--- config.mk ---
export PLATFORM = sky130hd
export DESIGN_NAME = expression_sequencer
export DESIGN_NICKNAME = d
export VERILOG_FILES = /design/src/rtl/expr_pkg.sv /design/src/rtl/expr_fit.sv /design/src/rtl/expression_sequencer.sv
export SDC_FILE = /design/constraint.sdc
export NUM_CORES = 1
export LEC_CHECK = 0
export BUFFER_PORTS_ARGS = -buffer_cell sky130_fd_sc_hd__buf_4
export CORE_MARGIN = 3
export CORE_UTILIZATION = 51
export DETAILED_ROUTE_END_ITERATION = 10
export GPL_TIMING_DRIVEN = 0
export PLACE_DENSITY_LB_ADDON = 0.15
export REMOVE_ABC_BUFFERS = 1
export SYNTH_ARGS = -nofsm -noshare
export SYNTH_HDL_FRONTEND = slang
export SYNTH_SLANG_ARGS = --single-unit
export TNS_END_PERCENT = 20
--- constraint.sdc ---
create_clock -name clock -period 6.7 [get_ports clock]
set_input_delay 1.34 -clock clock [delete_from_list [all_inputs] [get_ports clock]]
set_output_delay 1.34 -clock clock [all_outputs]
set_load 0.02 [all_outputs]
--- src/rtl/expr_pkg.sv ---
// ============================================================================
// Module      : expr_pkg
// Description : Shared states, select codes and range limits for the
//               expression sequencer.
// Revision    : 1.0 - initial release
// ============================================================================
`default_nettype none

package expr_pkg;

    localparam int EXPR_WIDTH = 16;

    typedef enum logic [2:0] {
        IDLE   = 3'd0,
        LOAD_A = 3'd1,
        ADD_B  = 3'd2,
        MUL_C  = 3'd3,
        SUB_D  = 3'd4,
        DONE   = 3'd5
    } state_e;

    localparam logic [1:0] SEL_A = 2'b00;
    localparam logic [1:0] SEL_B = 2'b01;
    localparam logic [1:0] SEL_C = 2'b10;
    localparam logic [1:0] SEL_D = 2'b11;

    localparam logic signed [EXPR_WIDTH-1:0] EXPR_MAX = {1'b0, {(EXPR_WIDTH-1){1'b1}}};
    localparam logic signed [EXPR_WIDTH-1:0] EXPR_MIN = {1'b1, {(EXPR_WIDTH-1){1'b0}}};

endpackage

`default_nettype wire

--- src/rtl/expr_fit.sv ---
// ============================================================================
// Module      : expr_fit
// Description : Fits a full-precision step value into WIDTH signed bits and
//               flags out-of-range values. Wraps by default; clamps to the
//               signed limits when EXPR_SATURATE_EN is defined.
// Revision    : 1.0 - initial release
// ============================================================================
`default_nettype none

module expr_fit
    import expr_pkg::*;
#(
    parameter int WIDTH = EXPR_WIDTH
) (
    input  logic signed [2*WIDTH-1:0] full_i,
    output logic signed [WIDTH-1:0]   value_o,
    output logic                      ovf_o
);

    localparam logic signed [WIDTH-1:0] C_MAX = {1'b0, {(WIDTH-1){1'b1}}};
    localparam logic signed [WIDTH-1:0] C_MIN = {1'b1, {(WIDTH-1){1'b0}}};

    // In range exactly when every bit above the result sign matches it.
    logic [WIDTH:0] w_upper;
    assign w_upper = full_i[2*WIDTH-1:WIDTH-1];
    assign ovf_o   = !((&w_upper) || (~|w_upper));

`ifdef EXPR_SATURATE_EN
    always_comb begin
        value_o = full_i[WIDTH-1:0];
        if (ovf_o) begin
            value_o = full_i[2*WIDTH-1] ? C_MIN : C_MAX;
        end
    end
`else
    assign value_o = full_i[WIDTH-1:0];
`endif

endmodule

`default_nettype wire

--- src/rtl/expression_sequencer.sv ---
// ============================================================================
// Module      : expression_sequencer
// Description : Drives the operand mux select and evaluates ((A+B)*C)-D one
//               operand per cycle. Optional macro: EXPR_SATURATE_EN.
// Revision    : 1.0 - initial release
// ============================================================================
`default_nettype none

module expression_sequencer
    import expr_pkg::*;
#(
    parameter int WIDTH = EXPR_WIDTH
) (
    input  logic                    clock,
    input  logic                    reset,
    input  logic                    start,
    input  logic signed [WIDTH-1:0] mux_out,
    output logic [1:0]              select,
    output logic signed [WIDTH-1:0] result,
    output logic                    done,
    output logic                    busy,
    output logic                    overflow
);

    localparam int FW = 2 * WIDTH;

    state_e                  state_q, state_d;
    logic signed [WIDTH-1:0] acc_q, acc_d;
    logic signed [WIDTH-1:0] result_q, result_d;
    logic                    ovf_q, ovf_d;

    logic signed [FW-1:0]    fit_full;
    logic signed [WIDTH-1:0] fit_value;
    logic                    fit_ovf;

    expr_fit #(.WIDTH(WIDTH)) u_fit (
        .full_i  (fit_full),
        .value_o (fit_value),
        .ovf_o   (fit_ovf)
    );

    always_ff @(posedge clock or posedge reset) begin
        if (reset) begin
            state_q  <= IDLE;
            acc_q    <= '0;
            result_q <= '0;
            ovf_q    <= 1'b0;
        end else begin
            state_q  <= state_d;
            acc_q    <= acc_d;
            result_q <= result_d;
            ovf_q    <= ovf_d;
        end
    end

    // One shared fit unit; each arithmetic state feeds it its own operation.
    always_comb begin
        state_d  = state_q;
        acc_d    = acc_q;
        result_d = result_q;
        ovf_d    = ovf_q;
        fit_full = '0;
        case (state_q)
            IDLE: begin
                if (start) begin
                    state_d = LOAD_A;
                    ovf_d   = 1'b0;
                end
            end
            LOAD_A: begin
                acc_d   = mux_out;
                state_d = ADD_B;
            end
            ADD_B: begin
                fit_full = FW'(acc_q) + FW'(mux_out);
                acc_d    = fit_value;
                ovf_d    = ovf_q | fit_ovf;
                state_d  = MUL_C;
            end
            MUL_C: begin
                fit_full = FW'(acc_q) * FW'(mux_out);
                acc_d    = fit_value;
                ovf_d    = ovf_q | fit_ovf;
                state_d  = SUB_D;
            end
            SUB_D: begin
                fit_full = FW'(acc_q) - FW'(mux_out);
                result_d = fit_value;
                ovf_d    = ovf_q | fit_ovf;
                state_d  = DONE;
            end
            DONE:    state_d = IDLE;
            default: state_d = IDLE;
        endcase
    end

    // Outputs decode the state register only, so select never glitches on inputs.
    always_comb begin
        select = SEL_A;
        busy   = 1'b0;
        done   = 1'b0;
        case (state_q)
            LOAD_A: begin select = SEL_A; busy = 1'b1; end
            ADD_B:  begin select = SEL_B; busy = 1'b1; end
            MUL_C:  begin select = SEL_C; busy = 1'b1; end
            SUB_D:  begin select = SEL_D; busy = 1'b1; end
            DONE:   done = 1'b1;
            default: ;
        endcase
    end

    assign result   = result_q;
    assign overflow = ovf_q;

endmodule

`default_nettype wire

# Word level (Yosys, flattened, before mapping)
# Cells that the tools add are included.
dict set report word_totals {
  out_inout_bits 21
  wordCells 35
  regBits 36
}
dict set report classes {
  reduce_logical 12
  n_addsub 2
  n_mul 1
  bitwise_logic 1
  n_eq_ne 6
  n_mux 9
}
# op n
set op_table {}
lappend op_table {{one-hot mux 32 bit (3 select lines)} 1}
lappend op_table {{multiplier 16 x 16 -> 32 bit} 1}
lappend op_table {{one-hot mux 16 bit (2 select lines)} 1}
lappend op_table {{adder 16 x 16 -> 17 bit} 1}
lappend op_table {{AND reduction 17 bit} 1}
lappend op_table {{OR reduction 17 bit} 1}
lappend op_table {{subtractor 16 x 16 -> 17 bit} 1}
lappend op_table {{one-hot mux 3 bit (5 select lines)} 1}
lappend op_table {{equality test 3 x 2 -> 1 bit, second input constant} 2}
lappend op_table {{equality test 3 bit, second input constant} 2}
lappend op_table {{one-hot mux 2 bit (3 select lines)} 1}
lappend op_table {{nonzero test 2 bit} 2}
lappend op_table {{OR reduction 4 bit} 1}
lappend op_table {{equality test 3 x 1 -> 1 bit, second input constant} 1}
lappend op_table {{logical NOT 3 bit} 1}
lappend op_table {{2-to-1 mux 1 bit} 3}
lappend op_table {{2-to-1 mux 3 bit} 1}
lappend op_table {{OR reduction 3 bit} 1}
lappend op_table {{logical NOT 1 bit} 2}
lappend op_table {{inequality test 2 bit, second input constant} 1}
lappend op_table {{one-hot mux 1 bit (2 select lines)} 1}
lappend op_table {{AND reduction 2 bit} 1}
lappend op_table {{OR reduction 2 bit} 1}
lappend op_table {{logical OR 1 bit} 1}
lappend op_table {{bitwise OR 1 bit} 1}

# Logic depth before layout (Yosys ltp)
# Gate-level depths: netlist of the first run.
dict set report depth {
  word_depth 8
  depth_mapped 27
  mapped_depth_nobuf 24
}

# Hierarchy
# A second synthesis of the first run with hierarchy kept.
dict set report unflattened {
  hier_cells 1545
  area_unflattened_um2 13262.7
}
# mod instances cells_each area_per_inst_um2
set modules_own_cells {}
lappend modules_own_cells {expression_sequencer 1 1517 13063.8}
lappend modules_own_cells {expr_fit 1 28 198.9}

# Least setup slack after synthesis of the first run
# OpenSTA, ideal clock, no wires.
dict set report synth_path {
  kind {input port to flip-flop}
  startpoint {input port mux_out[3]}
  endpoint {register ovf_q, in the netlist overflow}
  path_slack_ps -731
  arrival_ps 7301
  n_path_buf 2
  setup_time_ps 130
  stages 23
  cell_sequence {clkbuf_1 inv_1 nor2_1 fa_1 inv_1 fa_1 fa_1 fa_1 fa_1 fa_1 inv_1 ha_1 buf_2 o21ai_0 o21a_1 o21ai_1 a21boi_1 mux2_2 or4b_1 a211oi_1 nand4b_1 o31ai_1 a21oi_1}
}
dict set report synth_between {
  elab_chain_cells 8
  elab_cells_between_ends 11
}
# item line
set synth_rtl {}
lappend synth_rtl {{from (decl)} expression_sequencer.sv:17} ;# input logic signed [WIDTH-1:0] mux_out,
lappend synth_rtl {{multiplier 16 x 16 -> 32 bit, or another cell as far along} expression_sequencer.sv:81} ;# fit_full = FW'(acc_q) * FW'(mux_out);
lappend synth_rtl {{one-hot mux 32 bit (3 select lines) (*)} expression_sequencer.sv:63} ;# case (state_q)
lappend synth_rtl {{OR reduction 17 bit} expr_fit.sv:26} ;# assign ovf_o = !((&w_upper) || (~|w_upper));
lappend synth_rtl {{logical NOT 1 bit} expr_fit.sv:26}
lappend synth_rtl {{logical OR 1 bit (*)} expr_fit.sv:26}
lappend synth_rtl {{logical NOT 1 bit (*)} expr_fit.sv:26}
lappend synth_rtl {{bitwise OR 1 bit (*)} {expression_sequencer.sv:77, expression_sequencer.sv:83, expression_sequencer.sv:89}}
lappend synth_rtl {{one-hot mux 1 bit (2 select lines) (*)} expression_sequencer.sv:63}
lappend synth_rtl {{to (signal assigned)} expression_sequencer.sv:52} ;# ovf_q <= ovf_d;
lappend synth_rtl {{to (decl)} expression_sequencer.sv:30} ;# logic ovf_q, ovf_d;
# Every way passes the cells marked *; elsewhere a longest branch is shown, timed or not.
# A chain may end at the register's enable or synchronous reset.

# Final worst setup path of the first run
dict set report layout_path {
  startpoint {input port mux_out[12]}
  endpoint {register ovf_q, in the netlist overflow}
}
# Same word-level chain as after synthesis.

==> results of run 1 <==
==> placed cells by master, fill, tap and decap left out, types with 12 or more instances in the layout <==
cell type / synthesis / layout
a21o_1: 12 / 12
nand2_1: 171 / 169
dfrtp_1: 36 / 35
o21ai_0: 52 / 49
fa_1: 264 / 262
buf_4: 2 / 57
nor3_1: 13 / 12
a22oi_1: 15 / 12
ha_1: 115 / 95
and2_1: 93 / 92
nand2b_1: 20 / 20
xnor2_1: 26 / 24
a21oi_1: 53 / 45
o211ai_1: 13 / 13
nor2_1: 86 / 79
inv_1: 292 / 278
o21a_1: 13 / 13
ha_4: 0 / 19
==> state kept, by name (all words and copies together) (netlist names) <==
name      flops
acc_q        16
result       16
overflow      1
state_q       3
==> cell families (layout without fill, tap and decap cells) <==
group	Yosys count	after routing	share of synthesized area
multiplexers	9	9	0.00743
XOR/XNOR	31	31	0.0202
adder cells (fa/ha/maj)	379	379	0.499
flip-flops	36	36	0.0669
AO/OA/AOI/OAI	266	266	0.137
AND/OR/NAND/NOR	454	454	0.166
buffers and inverters	364	374	0.104
==> cell usage after synthesis (4+ instances only) <==
master,instances
nor2_1,86
nor3_1,13
clkbuf_1,53
a211o_1,5
o221ai_1,6
o22ai_1,10
nand2_1,171
a21oi_1,53
ha_1,115
a221o_1,9
o31ai_1,6
or3_1,7
nor2b_1,10
a21o_1,12
fa_1,264
o21bai_1,5
nand3_1,9
or4_1,4
nand4_1,9
dfrtp_1,36
buf_2,11
xor2_1,5
and3_1,5
o21a_1,13
a41oi_1,5
and2_1,93
a31oi_1,11
o211ai_1,13
o21ai_0,52
a2111oi_0,4
a211oi_1,11
mux2_2,8
nand3b_1,4
a22oi_1,15
inv_1,292
xnor2_1,26
nand2b_1,20
==> per-layer routing <==
metal	vias to the layer above	routed length [um]	track usage	share of wire
met5	-	0	0	0
met4	0	532	0.0470	0.014
met3	46	2770	0.0418	0.073
met2	391	18000	0.456	0.47
met1	5572	16700	0.394	0.44
li1	4933	-	-	-
==> metrics by stage <==
step / worst slack [ps] / std cells / setup TNS (ps)
finish: -600 / 1879 / -609
global route: -785 / 1879 / -981
CTS: -569 / 1876 / -607
detailed placement: -1590 / 1840 / -3310
global placement: -1570 / 1838 / -3490
floorplan: -493 / 1469 / -493
==> what timing repair did <==
action | CTS | global route
setup endpoints to repair | 5 | 7
hold endpoints to repair | 0 | 0
setup buffers | 28 | 3
pin swaps | 41 | 29
gates resized for setup | 117 | 31
==> worst min path at each step <==
stage | slack, ps | from | to | cells past startpoint
floorplan | 590 | result[1] | result[1] | 2
global placement | 460 | result[1] | result[1] | 2
detailed placement | 460 | result[1] | result[1] | 2
CTS | 480 | result[1] | result[1] | 2
global route | 490 | result[1] | result[1] | 2
finish | 480 | result[1] | result[1] | 2
==> area by class of cell <==
type                       instances  area share
tap                              330      0.0276
sequential                        36      0.0602
timing repair buffer              72      0.0436
clock buffer                       6     0.00860
multi-input combinational       1139       0.783
inverter                         294      0.0752
clock inverter                     2     0.00234
==> worst max-delay path, delay by kind of cell <==
family                   cells  cell delay, ps
AO/OA/AOI/OAI                7            1190
adder cells (fa/ha/maj)      7            3380
buffers and inverters        2             320
multiplexers                 1             350
AND/OR/NAND/NOR              3             860
==> flow_summary_export.csv, run 1 <==
group,metric,value,unit
global_routing,grt_pass1_wl,61900,um
logic_synthesis,ys_warn_count,0,
logic_synthesis,syn_inst,1539,
logic_synthesis,ys_types,79,
die,dieArea,28400,um^2
setup_path,cp-start-kind,"primary input",
drt,vias,10942,
die,rows,58,
setup_path,ff2ff_path_depth,23,
cells_and_area,fillerInstances,2324,
logic_synthesis,yosysSeqAreaShare,0.0669,
logic_synthesis,synth-edff-count,0,
cts,cts_max_level,2,
cts,cts_buffer_depth,2,
setup_path,r2r_end,"overflow",
cells_and_area,layout-drive-gt1-share,0.126,
setup_path,r2r_setup_slack,-400,ps
cells_and_area,utilization,0.587,
cts,numCtsBuffers,5,
setup_path,critPathKind,"in2reg",
setup_path,reg2reg_from,"acc_q[7]",
drt,drt_iter0_drc,827,
setup_path,worstPathArrival,7460,ps
setup_path,cpMostUsedCell,"fa_1",
global_routing,antenna_found_initial,0,
drt,drcViolationCount,0,
cells_and_area,final_design_area_no_fill,15000,um^2
setup_path,startpoint,"mux_out[12]",
cells_and_area,areaGrowthSynthToFinish,11.2,%
timing,maxSlewHeadroom,0.268,
logic_synthesis,synth_area,13500,um^2
cells_and_area,fin_nets,1946,
setup_path,critical_path.endpoint,"overflow",
placement,place_congestion,0.954,
setup_path,critical_path.max_fanout,17,
placement,hpwlAfterDp,29100,um
timing,rsz0062_at_grt,"yes",
worst_hold_path,hp-class,"reg2reg",
logic_synthesis,yosysTopAreaCellShare,0.392,
cells_and_area,diodes,0,
cells_and_area,multi_input_area,11700,um^2
drt,routed_wl,38000,um
cts,cts_root_buf,"clkbuf_16",
global_routing,grt_use_total,0.276,
timing,skew,5.83,ps
drt,wl_per_cell,20.2,um
cts,cts_sinks,36,
timing,finalCriticalPeriod,7300,ps
setup_path,cp.required,6860,ps
placement,place_area,13900,um^2
timing,setup_viol,2,
timing,whs,479,ps
logic_synthesis,postSynthAreaPerCell,8.75,um^2
logic_synthesis,synth_top_cell_by_area,"fa_1",
cts,clock_latency,280,ps
cts,path_clk_slew,60,ps
drt,ant_nets,0,
timing,fin_crit_sh,1.09,
die,core_area,25500,um^2
timing,drv_slew,0,
setup_path,cp_slowest_cell,"fa_1",
setup_path,critPathCaptureType,"register",
cts,hold_buffers,0,
job,maxCapViolCount,0,
status,outcome,"complete, but fails checks",
timing,finalHoldViolCount,0,
cells_and_area,seq_area,902,um^2
logic_synthesis,synth-seq-cells,36,
logic_synthesis,async_reset_ff_frac,1.00,
die,die_x,169,um
timing,worst_slack,-600,ps
setup_path,path_cells,"buf_4 > nand2_1 > fa_1 > fa_1 > fa_1 > fa_1 > fa_1 > fa_1 > inv_1 > ha_4 > a211oi_2 > o21a_1 > o21ai_1 > a21boi_2 > mux2_2 > or4b_4 > a211oi_2 > nand4b_1 > o31ai_4 > a21oi_2",
global_routing,grt_max_degree,37,
die,die_y,169,um
die,initial_core_util,0.527,
timing,max_freq,0.137,GHz
setup_path,max_stage_delay,590,ps
drt,first_pass_iters,5,
die,ioPinCount,40,
status,violations,"setup timing",
global_routing,grt_pass1_vias,11504,
cts,cts_tree,"yes",
drt,vias_per_cell,5.82,
placement,portBuffers,39,
logic_synthesis,synth.area.top_cells,"fa_1 (39%), ha_1 (11%), inv_1 (8.1%)",
logic_synthesis,synth_ff_type,"dfrtp_1",
timing,tightestPinTransition,1090,ps
global_routing,overflow,0,
Power of run 1 is left out: the tool's default activity adds up to more than one toggle a clock period on the data nets, which glitch-free logic cannot reach.
==> run 2: changes to the inputs <==
Settings changed: ABC_AREA set to 1.
==> flow_summary_export.csv, run 2 <==
group,metric,value,unit
status,outcome,"finished, final reports clean",
placement,place_congestion,1.02,
cells_and_area,final_design_area_no_fill,16100,um^2
cells_and_area,fin_nets,2420,
global_routing,grt_max_degree,37,
drt,wl_met1,17900,um
drt,top_layer,"met4",
cts,clock_latency,290,ps
cells_and_area,stdcell_count,2395,
timing,finalHoldViolCount,0,
setup_path,reg2reg_from,"acc_q[15]",
cells_and_area,areaGrowthSynthToFinish,13.3,%
setup_path,cp.required,6870,ps
setup_path,r2r_end,"overflow",
die,dieArea,30000,um^2
setup_path,ff2ff_path_depth,26,
drt,first_pass_iters,5,
logic_synthesis,postSynthAreaPerCell,7.10,um^2
logic_synthesis,ys_types,43,
cells_and_area,layout_common_cells,"nand2_1 (547), inv_1 (510), fa_1 (258), ha_1 (92), nand3_1 (66)",
cts,cts_buffer_depth,2,
job,maxCapViolCount,0,
drt,wl_per_cell,17.5,um
setup_path,startpoint,"mux_out[7]",
cts,numCtsBuffers,5,
cts,cts_tree,"yes",
setup_path,critPathKind,"in2reg",
setup_path,cp-start-kind,"primary input",
placement,hpwlAfterDp,33500,um
global_routing,grt_use_total,0.286,
logic_synthesis,yosysSeqAreaShare,0.0633,
logic_synthesis,ys_warn_count,0,
logic_synthesis,syn_inst,2006,
cts,cts_sinks,36,
global_routing,overflow,0,
die,initial_core_util,0.524,
cells_and_area,layout-drive-gt1-share,0.139,
setup_path,r2r_setup_slack,110,ps
logic_synthesis,synth-seq-cells,36,
timing,setup_viol,0,
logic_synthesis,synth.area.top_cells,"fa_1 (37%), nand2_1 (16%), inv_1 (14%)",
timing,rsz0062_at_grt,"yes",
logic_synthesis,async_reset_ff_frac,1.00,
logic_synthesis,yosysMostFrequentCell,"nand2_1",
logic_synthesis,synth_ff_type,"dfrtp_1",
logic_synthesis,synth_top_cell_by_area,"fa_1",
logic_synthesis,synth-edff-count,0,
timing,drv_slew,0,
timing,max_freq,0.150,GHz
drt,ant_nets,0,
setup_path,critical_path.endpoint,"overflow",
timing,fin_crit_sh,0.995,
setup_path,critical_path.max_fanout,10,
placement,post-place-cells,2348,
timing,skew,2.39,ps
global_routing,grt_pass1_vias,12558,
die,ioPinCount,40,
die,die_y,173,um
drt,vias_per_cell,5.12,
timing,finalCriticalPeriod,6670,ps
cts,cts_max_level,2,
setup_path,critPathCaptureType,"register",
cells_and_area,diodes,0,
cells_and_area,layout_commonest_cell,"nand2_1",
logic_synthesis,yosys-top-cells-count,"nand2_1 (591), inv_1 (532), fa_1 (264), ha_1 (115), nand3_1 (84)",
timing,tightestPinTransition,1410,ps
placement,place_area,14700,um^2
die,die_x,173,um
die,rows,60,
logic_synthesis,synth_area,14200,um^2
global_routing,grt_pass1_wl,67600,um
cts,hold_buffers,0,
global_routing,antenna_found_initial,0,
die,core_area,27200,um^2
setup_path,worstPathArrival,6840,ps
cts,path_clk_slew,60,ps
cts,cts_root_buf,"clkbuf_16",
drt,drt_iter0_drc,873,
drt,wl_met2,20300,um
drt,vias,12262,
drt,routed_wl,41900,um
drt,drcViolationCount,0,
timing,maxSlewHeadroom,0.0579,
placement,portBuffers,39,
logic_synthesis,yosysTopAreaCellShare,0.371,
worst_hold_path,hp-class,"reg2reg",
drt,wl_met3,2610,um
run 2: cell types whose count changed after synthesis, moves of 12 or more:
cell      delta
nand3_1     +75
nand2_1    +420
a21oi_1     +13
and2_1      -88
inv_2       +17
nand2b_1    -20
xnor2_1     -22
a22oi_1     -15
o21a_1      -12
inv_1      +240
run 2: cell families after synthesis:
family,after synthesis,synth area share
simple gates,804,0.232
buf+inv,620,0.166
fa+ha+maj,379,0.472
compound gates,153,0.0580
flops,36,0.0633
xor+xnor,14,0.00861
run 2: critical path: stages:
cell and delay, ps:
buf_16 130, buf_12 140, nand2_2 80, inv_2 70
fa_1 590, inv_4 80, fa_2 610, inv_2 60
fa_1 530, inv_1 50, fa_1 490, fa_1 440
fa_1 520, inv_1 70, ha_4 310, nand2_1 90
nor2_2 120, and2_4 160, and2_4 140, nand2_4 50
nand3_2 90, nand3_4 90, o21ai_1 140, nand2_1 80
nor2_2 110, nand3_1 90, nand2_2 90, a21oi_2 50
run 2: cell type report:
cell class	count	area [um^2]
Multi-Input combinational cell	1350	11700
Clock inverter	1	30.0
Sequential cell	36	901
Timing Repair Buffer	80	793
Tap cell	372	465
Clock buffer	7	153
Fill cell	2580	11000
Inverter	549	2080
run 2: per-layer routing:
layer,track usage,vias up
met5,0,-
met4,0.0706,0
met3,0.0389,64
met2,0.490,378
met1,0.385,5966
li1,-,5854
run 2: worst min path at each step:
stage,startpoint,end,depth (start not counted)
2_1_floorplan,state_q[0],state_q[1],1
3_3_place_gp,result[1],result[1],2
3_5_place_dp,result[1],result[1],2
4_1_cts,result[1],result[1],2
5_1_grt,result[6],result[6],2
6_report,result[1],result[1],2
run 2: per-stage QoR:
| stage | TNS (ps) | utilization | setup slack, ps | hold slack, ps |
|---|---|---|---|---|
| floorplan | 0 | - | 275 | 523 |
| global placement | -1660 | 0.541 | -816 | 458 |
| detailed placement | -1530 | 0.542 | -789 | 460 |
| CTS | 0 | 0.567 | 5.99 | 476 |
| global route | -205 | 0.594 | -205 | 510 |
| finish | 0 | 0.594 | 33.5 | 473 |
run 2: what timing repair did:
action | CTS | global route
setup endpoints to repair | 2 | 2
pin swaps | 20 | 75
buffers inserted | 21 | 18
gates resized for setup | 94 | 146
Power of run 2 is left out for the same reason.
